File: config.mk
export PLATFORM = sky130hd
export DESIGN_NAME = serial_subtractor_4bit
export DESIGN_NICKNAME = d
export VERILOG_FILES = /design/src/rtl/serial_subtractor_4bit_pkg.sv /design/src/rtl/serial_subtractor_4bit_full_adder.sv /design/src/rtl/serial_subtractor_4bit.sv
export SDC_FILE = /design/constraint.sdc
export NUM_CORES = 1
export LEC_CHECK = 0
export CAP_MARGIN = 20
export CORE_MARGIN = 4
export CORE_UTILIZATION = 60
export CTS_BUF_LIST = sky130_fd_sc_hd__clkbuf_4 sky130_fd_sc_hd__clkbuf_8
export DETAILED_ROUTE_END_ITERATION = 6
export DONT_BUFFER_PORTS = 1
export PLACE_DENSITY = 0.82
export SYNTH_ARGS = -nofsm -noshare
export SYNTH_HDL_FRONTEND = slang
export SYNTH_SLANG_ARGS = --single-unit
File: constraint.sdc
create_clock -name clk -period 2.04 [get_ports clk]
set_input_delay 0.408 -clock clk [delete_from_list [all_inputs] [get_ports clk]]
set_output_delay 0.408 -clock clk [all_outputs]
set_load 0.005 [all_outputs]
File: src/rtl/serial_subtractor_4bit_pkg.sv
// Shared definitions for the bit-serial subtractor: FSM encodings and counter sizing.
package serial_subtractor_4bit_pkg;

    localparam int DEFAULT_WIDTH = 4;

    localparam logic [1:0] ST_IDLE  = 2'd0;
    localparam logic [1:0] ST_SHIFT = 2'd1;
    localparam logic [1:0] ST_DONE  = 2'd2;

    // Bit counter must index 0..w-1; never let it collapse to zero bits.
    function automatic int cnt_width(input int w);
        return (w < 2) ? 1 : $clog2(w);
    endfunction

endpackage

File: src/rtl/serial_subtractor_4bit_full_adder.sv
// Single 1-bit full-adder cell, reused every cycle by the serial subtractor.
module full_adder_1bit (
    input  logic i_a,
    input  logic i_b,
    input  logic i_carry_in,
    output logic o_sum,
    output logic o_carry_out
);

    logic w_p;

    assign w_p         = i_a ^ i_b;
    assign o_sum       = w_p ^ i_carry_in;
    assign o_carry_out = (i_a & i_b) | (i_carry_in & w_p);

endmodule

File: src/rtl/serial_subtractor_4bit.sv
// Bit-serial subtractor: diff = a - b - borrow_in, LSB first, one bit per clock,
// implemented as a + ~b + ~borrow_in through one shared full-adder cell.
module serial_subtractor_4bit
    import serial_subtractor_4bit_pkg::*;
#(
    parameter int WIDTH = DEFAULT_WIDTH
) (
    input  logic             clk,
    input  logic             rst_n,
    input  logic             start,
    input  logic [WIDTH-1:0] a,
    input  logic [WIDTH-1:0] b,
    input  logic             borrow_in,
    output logic             busy,
    output logic             valid,
    output logic [WIDTH-1:0] diff,
    output logic             borrow_out
);

    localparam int CNT_W = cnt_width(WIDTH);
    localparam logic [CNT_W-1:0] LAST_BIT = CNT_W'(WIDTH - 1);

    logic [1:0]       r_state;
    logic [WIDTH-1:0] r_a;
    logic [WIDTH-1:0] r_b;
    logic [WIDTH-1:0] r_sr;
    logic [WIDTH-1:0] r_diff;
    logic [CNT_W-1:0] r_cnt;
    logic             r_c;
    logic             r_borrow;

    logic             w_sum;
    logic             w_cout;
    logic [WIDTH-1:0] w_next_sr;

    full_adder_1bit u_fa (
        .i_a         (r_a[0]),
        .i_b         (~r_b[0]),
        .i_carry_in  (r_c),
        .o_sum       (w_sum),
        .o_carry_out (w_cout)
    );

    assign w_next_sr = {w_sum, r_sr[WIDTH-1:1]};

    always_ff @(posedge clk or negedge rst_n) begin
        if (!rst_n) begin
            r_state  <= ST_IDLE;
            r_a      <= '0;
            r_b      <= '0;
            r_sr     <= '0;
            r_diff   <= '0;
            r_cnt    <= '0;
            r_c      <= 1'b0;
            r_borrow <= 1'b0;
        end else begin
            case (r_state)
                ST_IDLE: begin
                    if (start) begin
                        r_a     <= a;
                        r_b     <= b;
                        r_c     <= ~borrow_in;
                        r_cnt   <= '0;
                        r_state <= ST_SHIFT;
                    end
                end
                ST_SHIFT: begin
                    r_a   <= r_a >> 1;
                    r_b   <= r_b >> 1;
                    r_c   <= w_cout;
                    r_sr  <= w_next_sr;
                    r_cnt <= r_cnt + CNT_W'(1);
                    // Result register only moves on completion, so partial bits never show on diff.
                    if (r_cnt == LAST_BIT) begin
                        r_diff   <= w_next_sr;
                        r_borrow <= ~w_cout;
                        r_state  <= ST_DONE;
                    end
                end
                ST_DONE: r_state <= ST_IDLE;
                default: r_state <= ST_IDLE;
            endcase
        end
    end

    assign busy       = (r_state == ST_SHIFT);
    assign valid      = (r_state == ST_DONE);
    assign diff       = r_diff;
    assign borrow_out = r_borrow;

endmodule
==> out/qor_table.md, run 1 <==
| Step | Parameter | Value |
| --- | --- | --- |
| power | Logic gate share of total power | 36.3% |
| drt | Number of vias in the routed layout | 621 |
| global routing | Global Route Usage Sum | 16.9% |
| yosys | Yosys cell types | 21 |
| sta | Endpoints failing hold | 0 |
| global routing | Number of global-route vias before repair | 628 |
| clock tree | Cell at the root of the clock tree | clkbuf_4 |
| hold path | Kind of path behind the tightest hold check | in -> reg |
| sta | Period Utilization, post-route | 80.1% |
| global routing | Largest net degree at the start of global routing | 22 |
| power | Switching power | 0.601 mW |
| floorplan | Effective utilization at floorplan | 63.3% |
| power | Highest ir drop seen on vdd | 722 uV |
| sta | Worst setup margin | 0.406 ns |
| sta | Max-slew violations | 0 |
| drt | Post-route ant nets | 0 |
| yosys | Warnings, synthesis | 0 |
| place | Detailed placer's ending HPWL | 1260 um |
| hold path | Endpoint of the worst hold-timing path | r_a[3] |
| sta | Worst-case hold slack | 0.222 ns |
| clock tree | Setup Buffers After CTS | 0 |
| critical path | Setup slack, reg-to-reg | 0.71 ns |
| sta | Final setup viols | 0 |
| cells and area | Finished Cell Area | 966 um2 |
| critical path | Critical register-to-register path startpoint | r_b[0] |
| yosys | Synth Instances | 81 |
| floorplan | Placement Rows | 14 |
| critical path | Worst reg2reg path endpoint | borrow_out |
| floorplan | Die area | 2270 um2 |
| sta | Slew headroom | 39.6% |
| power | Switching portion of total power | 38.7% |
| drt | Average wire length per cell after detail routing | 17.3 um |
| floorplan | Die Width | 47.6 um |
| critical path | Crit path max fanout | 13 |
| critical path | Kind of critical path | reg -> out |
| yosys | Synth Net Count | 95 |
| yosys | Avg Inst Size Synth | 11.6 um2 |
| critical path | Worst endpoint data arrival time | 1.23 ns |
| sta | Final critical-path required period | 1.63 ns |
| critical path | Worst r2r path cells | 2 |
| run | Max-cap violations | 0 |
| clock tree | TritonCTS sink count | 21 |
| global routing | Grt ovf | 0 |
| drt | Number of detailed-routing iterations run before antenna repair | 4 |
| power | Cell leakage power | 0.439 nW |
| cells and area | Net count reported at finish | 97 |
| yosys | Sequential share of the synthesized area | 55.8% |
| place | Worst slack at placement | 0.736 ns |
| critical path | Peak per-stage delay on the critical path | 0.54 ns |
| power | Ratio of total power to cell area | 1610 nW/um2 |
| cells and area | Share of layout cells above drive strength 1 | 12.2% |
| critical path | Critical path's slowest cell | dfrtp_1 |
| cells and area | Count of fill cells added during filler insertion | 115 |
| clock tree | CTS H-Tree Depth | 1 |
| sta | Worst slew pin tran | 0.903 ns |
| critical path | Worst setup path startpoint | r_state[1] |
| sta | Timing-limited maximum frequency | 0.612 GHz |
| clock tree | Num CTS Buffers | 3 |
| yosys | Portion of synthesized cell area occupied by the leading cell type | 55.8% |
| clock tree | TritonCTS clock tree | yes |
| hold path | Hold path cells | 2 |
| sta | Total negative slack | 0 ns |
| sta | Skew final | 0.000793 ns |
| global routing | Initial antenna violation count | 0 |
| critical path | CP required | 1.63 ns |
| drt | Final Routed Wirelength | 1700 um |
| floorplan | Die Height | 47.6 um |
| power | Clock network power share | 12.6% |
| yosys | Synth Cell Area | 942 um2 |
| run status | Status | finished clean |
| drt | Post-detailed-route via-to-cell ratio | 6.34 |
| sta | Unrepaired setup endpoints after global routing | false |
| clock tree | Clk buf depth | 2 |
| drt | DRC errors left | 0 |
| floorplan | Top-level port count | 19 |
| yosys | Count of state elements after synthesis | 21 |
| critical path | Capturing element type of the critical path | output port |
| yosys | Cells taking the most area after synthesis | dfrtp_1 (56%), o22ai_1 (8.0%), o21ai_0 (5.3%) |
| clock tree | Clock-pin slew on the worst setup and hold paths | 0.11 ns |
| place | Area after detailed placement | 928 um2 |
| cells and area | Area growth from synthesis to final layout | 2.52% |
| power | Total Power Consumption | 1.55 mW |
| place | Count of input and output buffers | 0 |
| global routing | Global-route wire length before repair | 2600 um |
| hold path | Source of the worst hold timing path | a[3] |
| clock tree | Clock latency reported for the late side of the worst-skew pair | 0.31 ns |
| yosys | Cell type contributing the most total cell area after synthesis | dfrtp_1 |
| cells and area | Count of inserted antenna diode cells | 0 |
| power | Internal Dissipation | 0.953 mW |
| floorplan | Core box area | 1490 um2 |
| critical path | Worst Setup Start Kind | flop |
| place | GPL Wtd Cong | 0.775 |
| drt | Iter 0 DRT Violations | 2 |
| critical path | List of cells traversed by the critical path | nand2b_4, inv_1 |
| power | Part of the power in registers | 51.1% |
==> cell families (layout without fill, tap and decap cells) <==
| family | after synthesis | count (layout) | share of synthesized area [%] |
|---|---|---|---|
| mux | 6 | 6 | 7.17 |
| compound gates | 31 | 31 | 19.9 |
| fa+ha+maj | 2 | 2 | 3.45 |
| buf+inv | 11 | 12 | 6.37 |
| simple gates | 10 | 10 | 7.30 |
| flops | 21 | 21 | 55.8 |
==> per-layer routing <==
metal / vias to the layer above / global-route usage [%] / share of wire, %
met4: 0 / 8.60 / 1.6
met1: 299 / 17.9 / 40
li1: 298 / - / -
met5: - / 0 / 0
met3: 4 / 7.14 / 10
met2: 20 / 28.6 / 48
==> placed cells by master, fill, tap and decap left out, types with 2 or more instances in the layout <==
cell	count
o21ai_0	10
mux2_1	4
nor2_1	2
inv_1	6
nand2_1	4
o22ai_1	12
clkbuf_4	3
a21oi_1	6
mux2_2	2
dfrtp_1	21
==> sequential cells by signal, summed over array words and instances, names as in the netlist <==
| signal | flops |
|---|---|
| borrow_out | 1 |
| diff | 4 |
| r_a | 4 |
| r_b | 4 |
| r_c | 1 |
| r_cnt | 2 |
| r_sr | 3 |
| r_state | 2 |
==> critical path: cells and delay by family, from the launching register on <==
family / cells / cell delay [ns]
buffers and inverters: 1 / 0.11
and+or+nand+nor: 1 / 0.27
DFF: 1 / 0.54
==> area by class of cell <==
type	count	area (um2)	share of cell area, %
sequential	21	526	54.4
multi-input combinational	49	357	36.9
timing repair buffer	1	10.0	1.04
clock inverter	1	5.00	0.518
inverter	7	26.3	2.72
tap	16	20.0	2.07
clock buffer	3	22.5	2.33
==> power groups by stage <==
stage	logic, mW	clock network, mW	registers [mW]
after CTS	0.573	0.201	0.791
after global routing	0.641	0.225	0.814
after global placement	0.532	0	0.792
final	0.564	0.197	0.794
after detailed placement	0.562	0	0.801
after floorplan	0.539	0	0.719
==> cell usage after synthesis, drive strengths merged <==
library cell	instances
nand2b	2
inv	7
ha	1
nor2b	1
a221oi	1
o22ai	12
fa	1
nand3b	1
a211oi	1
a21oi	6
nand2	4
o21ai	10
buf	4
nor2	2
mux2	6
a32o	1
dfrtp	21
==> metrics by stage <==
| step | utilization, % | std cells |
|---|---|---|
| 5_1_grt | 64.9 | 98 |
| 6_report | 64.9 | 98 |
| 3_3_place_gp | 62.4 | 93 |
| 4_1_cts | 64.9 | 98 |
| 2_1_floorplan | - | 81 |
| 3_5_place_dp | 62.4 | 93 |
==> repair_timing <==
action,4_1_cts,5_1_grt
hold endpoints to repair,21,0
hold buffers,1,0
resized for setup,0,0
==> worst max path at each step <==
stage / cells past startpoint / slack [ns] / endpoint
global route: 2 / 0.34 / busy
floorplan: 2 / 0.81 / borrow_out
detailed placement: 2 / 0.74 / borrow_out
global placement: 2 / 0.78 / borrow_out
CTS: 2 / 0.42 / busy
finish: 2 / 0.41 / busy
No activity file was read; power rests on OpenSTA's default activity.
==> run 2: changes to the inputs <==
--- a/config.mk
+++ b/config.mk
@@ -7,11 +7,11 @@
 export LEC_CHECK = 0
 export CAP_MARGIN = 20
 export CORE_MARGIN = 4
-export CORE_UTILIZATION = 60
+export CORE_UTILIZATION = 57
 export CTS_BUF_LIST = sky130_fd_sc_hd__clkbuf_4 sky130_fd_sc_hd__clkbuf_8
 export DETAILED_ROUTE_END_ITERATION = 6
 export DONT_BUFFER_PORTS = 1
-export PLACE_DENSITY = 0.82
+export PLACE_DENSITY = 0.81
 export SYNTH_ARGS = -nofsm -noshare
 export SYNTH_HDL_FRONTEND = slang
 export SYNTH_SLANG_ARGS = --single-unit
==> constraint.sdc (replaced) <==
create_clock -name clk -period 1.4 [get_ports clk]
set_input_delay 0.28 -clock clk [delete_from_list [all_inputs] [get_ports clk]]
set_output_delay 0.28 -clock clk [all_outputs]
set_load 0.005 [all_outputs]
==> run 2 against run 1 <==
Effect of this change: clock power increased by 48%; wire length up 9.9%; combinational power grew 74%; utilization grew 0.39 points; critical endpoint is now valid.
==> out/qor_table.md, run 2 (synthesized netlist as in run 1, its figures left out) <==
| Step | Parameter | Value | Delta |
| --- | --- | --- | --- |
| run status | Status | finished clean | unchanged |
| sta | Final critical-path required period | 1.31 ns |  |
| sta | Endpoints failing hold | 0 | unchanged |
| drt | Final Routed Wirelength | 1870 um | was 1700 um |
| sta | Unrepaired setup endpoints after global routing | false | unchanged |
| place | GPL Wtd Cong | 0.773 | was 0.775 |
| sta | Final setup viols | 0 | unchanged |
| floorplan | Effective utilization at floorplan | 61.1% | was 63.3% |
| critical path | Worst Setup Start Kind | flop | unchanged |
| hold path | Kind of path behind the tightest hold check | in -> reg | unchanged |
| cells and area | Share of layout cells above drive strength 1 | 20.7% | was 12.2% |
| sta | Max-slew violations | 0 | unchanged |
| critical path | Worst endpoint data arrival time | 1.03 ns | was 1.23 ns |
| global routing | Initial antenna violation count | 0 | unchanged |
| floorplan | Top-level port count | 19 | unchanged |
| floorplan | Die area | 2370 um2 | was 2270 um2 |
| power | Ratio of total power to cell area | 2400 nW/um2 | was 1610 nW/um2 |
| drt | DRC errors left | 0 | unchanged |
| drt | Post-detailed-route via-to-cell ratio | 6.38 | was 6.34 |
| critical path | Peak per-stage delay on the critical path | 0.45 ns | was 0.54 ns |
| clock tree | Clock-pin slew on the worst setup and hold paths | 0.12 ns | was 0.11 ns |
| critical path | Capturing element type of the critical path | output port | unchanged |
| cells and area | Count of inserted antenna diode cells | 0 | unchanged |
| critical path | List of cells traversed by the critical path | inv_1, nor2_1 | was nand2b_4, inv_1 |
| clock tree | CTS H-Tree Depth | 1 | unchanged |
| clock tree | TritonCTS clock tree | yes | unchanged |
| power | Cell leakage power | 0.461 nW | was 0.439 nW |
| power | Total Power Consumption | 2.41 mW | was 1.55 mW |
| place | Count of input and output buffers | 0 | unchanged |
| sta | Period Utilization, post-route | 93.8% |  |
| critical path | Crit path max fanout | 7 | was 13 |
| clock tree | TritonCTS sink count | 21 | unchanged |
| critical path | CP required | 1.12 ns | was 1.63 ns |
| run | Max-cap violations | 0 | unchanged |
| floorplan | Placement Rows | 14 | unchanged |
| drt | Iter 0 DRT Violations | 31 | was 2 |
| sta | Worst slew pin tran | 0.887 ns | was 0.903 ns |
| place | Detailed placer's ending HPWL | 1270 um | was 1260 um |
| cells and area | Net count reported at finish | 102 | was 97 |
| critical path | Kind of critical path | reg -> out | unchanged |
| global routing | Grt ovf | 0 | unchanged |
| power | Highest ir drop seen on vdd | 1280 uV | was 722 uV |
| global routing | Global-route wire length before repair | 3080 um | was 2600 um |
| clock tree | Num CTS Buffers | 3 | unchanged |
| floorplan | Die Height | 48.7 um | was 47.6 um |
| drt | Post-route ant nets | 0 | unchanged |
| global routing | Largest net degree at the start of global routing | 22 | unchanged |
| clock tree | Cell at the root of the clock tree | clkbuf_4 | unchanged |
| drt | Average wire length per cell after detail routing | 18.1 um | was 17.3 um |
| critical path | Critical path's slowest cell | dfrtp_2 | was dfrtp_1 |
| cells and area | Highest-count cells in the layout ignoring fill and taps | dfrtp_1 (19), o22ai_1 (12), o21ai_0 (10) | was dfrtp_1 (21), o22ai_1 (12), o21ai_0 (10) |
| drt | Number of vias in the routed layout | 657 | was 621 |
| global routing | Global Route Usage Sum | 16.9% | about the same |
| sta | Total negative slack | 0 ns | unchanged |
| sta | Timing-limited maximum frequency | 0.762 GHz |  |
| sta | Skew final | 0.00764 ns | was 0.000793 ns |
| clock tree | Clk buf depth | 2 | unchanged |
| drt | Number of detailed-routing iterations run before antenna repair | 4 | unchanged |
| global routing | Number of global-route vias before repair | 671 | was 628 |
| cells and area | Area growth from synthesis to final layout | 6.77% | was 2.52% |
| floorplan | Core box area | 1540 um2 | was 1490 um2 |
| floorplan | Die Width | 48.7 um | was 47.6 um |
| cells and area | Commonest non-fill, non-tap cell in the layout | dfrtp_1 | unchanged |
| sta | Slew headroom | 40.7% | was 39.6% |
| clock tree | Clock latency reported for the late side of the worst-skew pair | 0.31 ns | about the same |
[run 2: worst paths after layout]
path                            cells after the start  startpoint          to  slack [ns]
max in group asynchronous                           1       rst_n  r_state[1]        0.28
worst min-delay path                                2        a[3]      r_a[3]        0.09
worst max-delay path                                2  r_state[1]       valid        0.09
worst min register to register                      2     diff[3]     diff[3]        0.51
worst max register to register                      2      r_b[0]  borrow_out        0.10
min in group asynchronous                           1       rst_n      r_b[0]        0.52
[run 2: repair_timing]
item	CTS	global route
buffers inserted	2	3
endpoints found under the hold margin	21	0
endpoints found under the setup margin	2	1
gates resized for setup	2	1
cloned	0	0
hold buffers	1	0
[run 2: metal layers]
layer,part of all wire (%),track usage (%)
met3,7.8,6.75
met1,40,19.3
met4,0.80,7.17
met2,51,27.8
met5,0,0
[run 2: layout make-up]
class / instances / area [um2]
clock buffer: 3 / 22.5
clock inverter: 1 / 5.00
fill: 117 / 536
inverter: 7 / 26.3
multi-input combinational: 49 / 357
sequential: 21 / 528
tap: 16 / 20.0
timing repair buffer: 6 / 47.5
[run 2: worst max-delay path, delay by kind of cell, from the launching register on]
kind / cells / cell delay, ns
buffers and inverters: 1 / 0.18
flip-flops: 1 / 0.45
AND/OR/NAND/NOR: 1 / 0.09
[run 2: through the flow]
| stage | util [%] | cell area (um2) | setup slack (ns) | hold slack (ns) | instances |
|---|---|---|---|---|---|
| after floorplan | - | 942 | 0.169 | -0.0156 | 81 |
| after global placement | 60.2 | 928 | 0.147 | -0.0151 | 93 |
| after detailed placement | 60.2 | 928 | 0.117 | -0.0151 | 93 |
| after CTS | 63.8 | 983 | 0.0162 | 0.0912 | 100 |
| after global routing | 65.3 | 1010 | 0.0189 | 0.0657 | 103 |
| final | 65.3 | 1010 | 0.0870 | 0.0923 | 103 |
[run 2: power by group]
group	leakage, nW	switching (mW)	internal [mW]	total (mW)
Clock	0.0177	0.184	0.107	0.291
Combinational	0.191	0.510	0.472	0.981
Sequential	0.253	0.237	0.904	1.14
==> run 3: changes to the inputs <==
--- a/config.mk
+++ b/config.mk
@@ -7,11 +7,12 @@
 export LEC_CHECK = 0
 export CAP_MARGIN = 20
 export CORE_MARGIN = 4
-export CORE_UTILIZATION = 57
+export CORE_UTILIZATION = 37
 export CTS_BUF_LIST = sky130_fd_sc_hd__clkbuf_4 sky130_fd_sc_hd__clkbuf_8
 export DETAILED_ROUTE_END_ITERATION = 6
 export DONT_BUFFER_PORTS = 1
-export PLACE_DENSITY = 0.81
+export PLACE_DENSITY = 0.59
 export SYNTH_ARGS = -nofsm -noshare
 export SYNTH_HDL_FRONTEND = slang
 export SYNTH_SLANG_ARGS = --single-unit
+export TNS_END_PERCENT = 100
==> run 3 against run 2 <==
Effect of this change: global-route usage shrank 4.7 points; hold slack gained 0.0065 ns; sequential share of layout area shrank 1.3 points; flip-flop and latch count is the same; fmax is essentially flat; total power shrank 0.87%; cell count grew 15%; design area grew 2.5%; utilization shrank 23 points; sequential power is essentially flat; clock power is essentially flat; critical endpoint unchanged.
==> out/qor_table.md, run 3 (synthesized netlist as in run 1, its figures left out) <==
| Step | Parameter | Value | Delta |
| --- | --- | --- | --- |
| run status | Status | finished clean | unchanged |
| hold path | Source of the worst hold timing path | b[3] | was a[3] |
| sta | Skew final | 0.00283 ns | was 0.00764 ns |
| sta | Final critical-path required period | 1.31 ns | about the same |
| place | Detailed placer's ending HPWL | 1270 um | about the same |
| cells and area | Count of fill cells added during filler insertion | 238 | was 117 |
| global routing | Largest net degree at the start of global routing | 22 | unchanged |
| cells and area | Count of inserted antenna diode cells | 0 | unchanged |
| critical path | Capturing element type of the critical path | output port | unchanged |
| floorplan | Core box area | 2450 um2 | was 1540 um2 |
| cells and area | Net count reported at finish | 103 | was 102 |
| sta | Max-slew violations | 0 | unchanged |
| floorplan | Die Width | 58.5 um | was 48.7 um |
| hold path | Hold path cells | 2 | unchanged |
| power | Cell leakage power | 0.467 nW | was 0.461 nW |
| floorplan | Die area | 3420 um2 | was 2370 um2 |
| clock tree | CTS H-Tree Depth | 1 | unchanged |
| drt | Post-route ant nets | 0 | unchanged |
| sta | Period Utilization, post-route | 93.8% | about the same |
| place | Count of input and output buffers | 0 | unchanged |
| sta | Unrepaired setup endpoints after global routing | false | unchanged |
| cells and area | Highest-count cells in the layout ignoring fill and taps | dfrtp_1 (19), o22ai_1 (12), o21ai_0 (10) | unchanged |
| drt | Final Routed Wirelength | 1810 um | was 1870 um |
| floorplan | Die Height | 58.5 um | was 48.7 um |
| clock tree | Num CTS Buffers | 3 | unchanged |
| sta | Slew headroom | 37.1% | was 40.7% |
| critical path | Worst Setup Start Kind | flop | unchanged |
| sta | Total negative slack | 0 ns | unchanged |
| cells and area | Util after Layout | 42.0% | was 65.3% |
| power | Switching portion of total power | 37.4% | was 38.6% |
| drt | Average wire length per cell after detail routing | 15.3 um | was 18.1 um |
| critical path | CP required | 1.12 ns | about the same |
| power | Clock network power share | 12.0% | was 12.1% |
| critical path | Critical register-to-register path startpoint | r_b[0] | unchanged |
| drt | Number of vias in the routed layout | 611 | was 657 |
| cells and area | Area growth from synthesis to final layout | 9.43% | was 6.77% |
| critical path | Worst r2r path cells | 2 | unchanged |
| drt | Iter 0 DRT Violations | 20 | was 31 |
| global routing | Global Route Usage Sum | 12.3% | was 16.9% |
| critical path | Worst endpoint data arrival time | 1.03 ns | about the same |
| power | Switching power | 0.894 mW | was 0.931 mW |
| critical path | List of cells traversed by the critical path | inv_1, nor2_1 | unchanged |
| place | Worst slack at placement | 0.113 ns | was 0.117 ns |
| sta | Final setup viols | 0 | unchanged |
| clock tree | TritonCTS sink count | 21 | unchanged |
| drt | Post-detailed-route via-to-cell ratio | 5.18 | was 6.38 |
| cells and area | Share of layout cells above drive strength 1 | 21.6% | was 20.7% |
| critical path | Setup slack, reg-to-reg | 0.13 ns | was 0.10 ns |
| cells and area | Commonest non-fill, non-tap cell in the layout | dfrtp_1 | unchanged |
| power | Part of the power in registers | 47.6% | was 47.3% |
| place | GPL Wtd Cong | 0.731 | was 0.773 |
| critical path | Worst path bufs/invs | 1 | unchanged |
| global routing | Initial antenna violation count | 0 | unchanged |
| critical path | Delay-heaviest family, CP | flip-flops | unchanged |
| drt | DRC errors left | 0 | unchanged |
| critical path | Crit path max fanout | 7 | unchanged |
| sta | Worst setup margin | 0.0863 ns | was 0.0870 ns |
| power | Logic gate share of total power | 40.3% | was 40.7% |
| global routing | Grt ovf | 0 | unchanged |
| critical path | Worst reg2reg path endpoint | borrow_out | unchanged |
| critical path | Count of cell instances traversed by the critical path | 2 | unchanged |
| power | Ratio of total power to cell area | 2320 nW/um2 | was 2400 nW/um2 |
| power | Highest ir drop seen on vdd | 1170 uV | was 1280 uV |
| clock tree | Clock latency reported for the late side of the worst-skew pair | 0.30 ns | was 0.31 ns |
| critical path | Peak per-stage delay on the critical path | 0.45 ns | about the same |
| sta | Timing-limited maximum frequency | 0.761 GHz | was 0.762 GHz |
| critical path | Critical path's slowest cell | dfrtp_2 | unchanged |
| power | Internal Dissipation | 1.50 mW | was 1.48 mW |
| clock tree | Clock-pin slew on the worst setup and hold paths | 0.12 ns | about the same |
| drt | Number of detailed-routing iterations run before antenna repair | 3 | was 4 |
| sta | Worst slew pin tran | 0.940 ns | was 0.887 ns |
| run | Max-cap violations | 0 | unchanged |
| floorplan | Top-level port count | 19 | unchanged |
| clock tree | Cell at the root of the clock tree | clkbuf_4 | unchanged |
| clock tree | TritonCTS clock tree | yes | unchanged |
| global routing | Global-route wire length before repair | 3200 um | was 3080 um |
| floorplan | Placement Rows | 18 | was 14 |
| hold path | Endpoint of the worst hold-timing path | r_b[3] | was r_a[3] |
| critical path | Kind of critical path | reg -> out | unchanged |
| clock tree | Clk buf depth | 2 | unchanged |
| global routing | Number of global-route vias before repair | 699 | was 671 |
| sta | Endpoints failing hold | 0 | unchanged |
| hold path | Kind of path behind the tightest hold check | in -> reg | unchanged |
| floorplan | Effective utilization at floorplan | 38.4% | was 61.1% |
[run 3: cell types whose count changed in the layout (fill, tap and decap cells not counted)]
cell and change:
buf_4 +1
[run 3: routing by layer]
| metal | vias up | routed length, um | GRT usage [%] |
|---|---|---|---|
| li1 | 304 | - | - |
| met4 | 0 | 10 | 2.98 |
| met5 | - | 0 | 0 |
| met2 | 17 | 819 | 19.9 |
| met3 | 2 | 182 | 5.92 |
| met1 | 288 | 792 | 14.6 |
[run 3: worst max-delay path by stage]
stage | end | startpoint | slack (ns)
floorplan | borrow_out | r_b[0] | 0.17
global placement | borrow_out | r_b[0] | 0.15
detailed placement | borrow_out | r_b[0] | 0.11
CTS | busy | r_state[1] | 0.01
global route | valid | r_state[1] | 0.003
finish | valid | r_state[1] | 0.09
[run 3: through the flow]
stage | hold WS, ns | instances | power, mW | cell area (um2)
floorplan | -0.0156 | 81 | 1.83 | 942
global placement | -0.0148 | 108 | 1.98 | 953
detailed placement | -0.0150 | 108 | 2.00 | 953
CTS | 0.0857 | 115 | 2.35 | 1010
global route | 0.0965 | 118 | 2.64 | 1030
finish | 0.0988 | 118 | 2.39 | 1030
[run 3: cell type report]
| cell class | instances | area [um2] | area share (%) |
|---|---|---|---|
| tap | 30 | 37.5 | 3.64 |
| clock inverter | 1 | 5.00 | 0.485 |
| timing repair buffer | 7 | 55.1 | 5.34 |
| multi-input combinational | 49 | 357 | 34.6 |
| sequential | 21 | 528 | 51.2 |
| clock buffer | 3 | 22.5 | 2.18 |
| inverter | 7 | 26.3 | 2.55 |
[run 3: power groups by stage]
| stage | Combinational [mW] | Sequential (mW) | Clock (mW) |
|---|---|---|---|
| 2_1_floorplan | 0.786 | 1.05 | 0 |
| 3_3_place_gp | 0.833 | 1.15 | 0 |
| 3_5_place_dp | 0.841 | 1.16 | 0 |
| 4_1_cts | 0.904 | 1.14 | 0.306 |
| 5_1_grt | 1.13 | 1.19 | 0.326 |
| 6_report | 0.965 | 1.14 | 0.288 |
[run 3: timing repair]
action                                 in CTS  in global routing
hold buffers                                1                  0
setup endpoints to repair                   2                  1
setup buffers                               2                  3
gates resized for setup                     3                  0
pin swaps                                   0                  0
endpoints found under the hold margin      21                  0
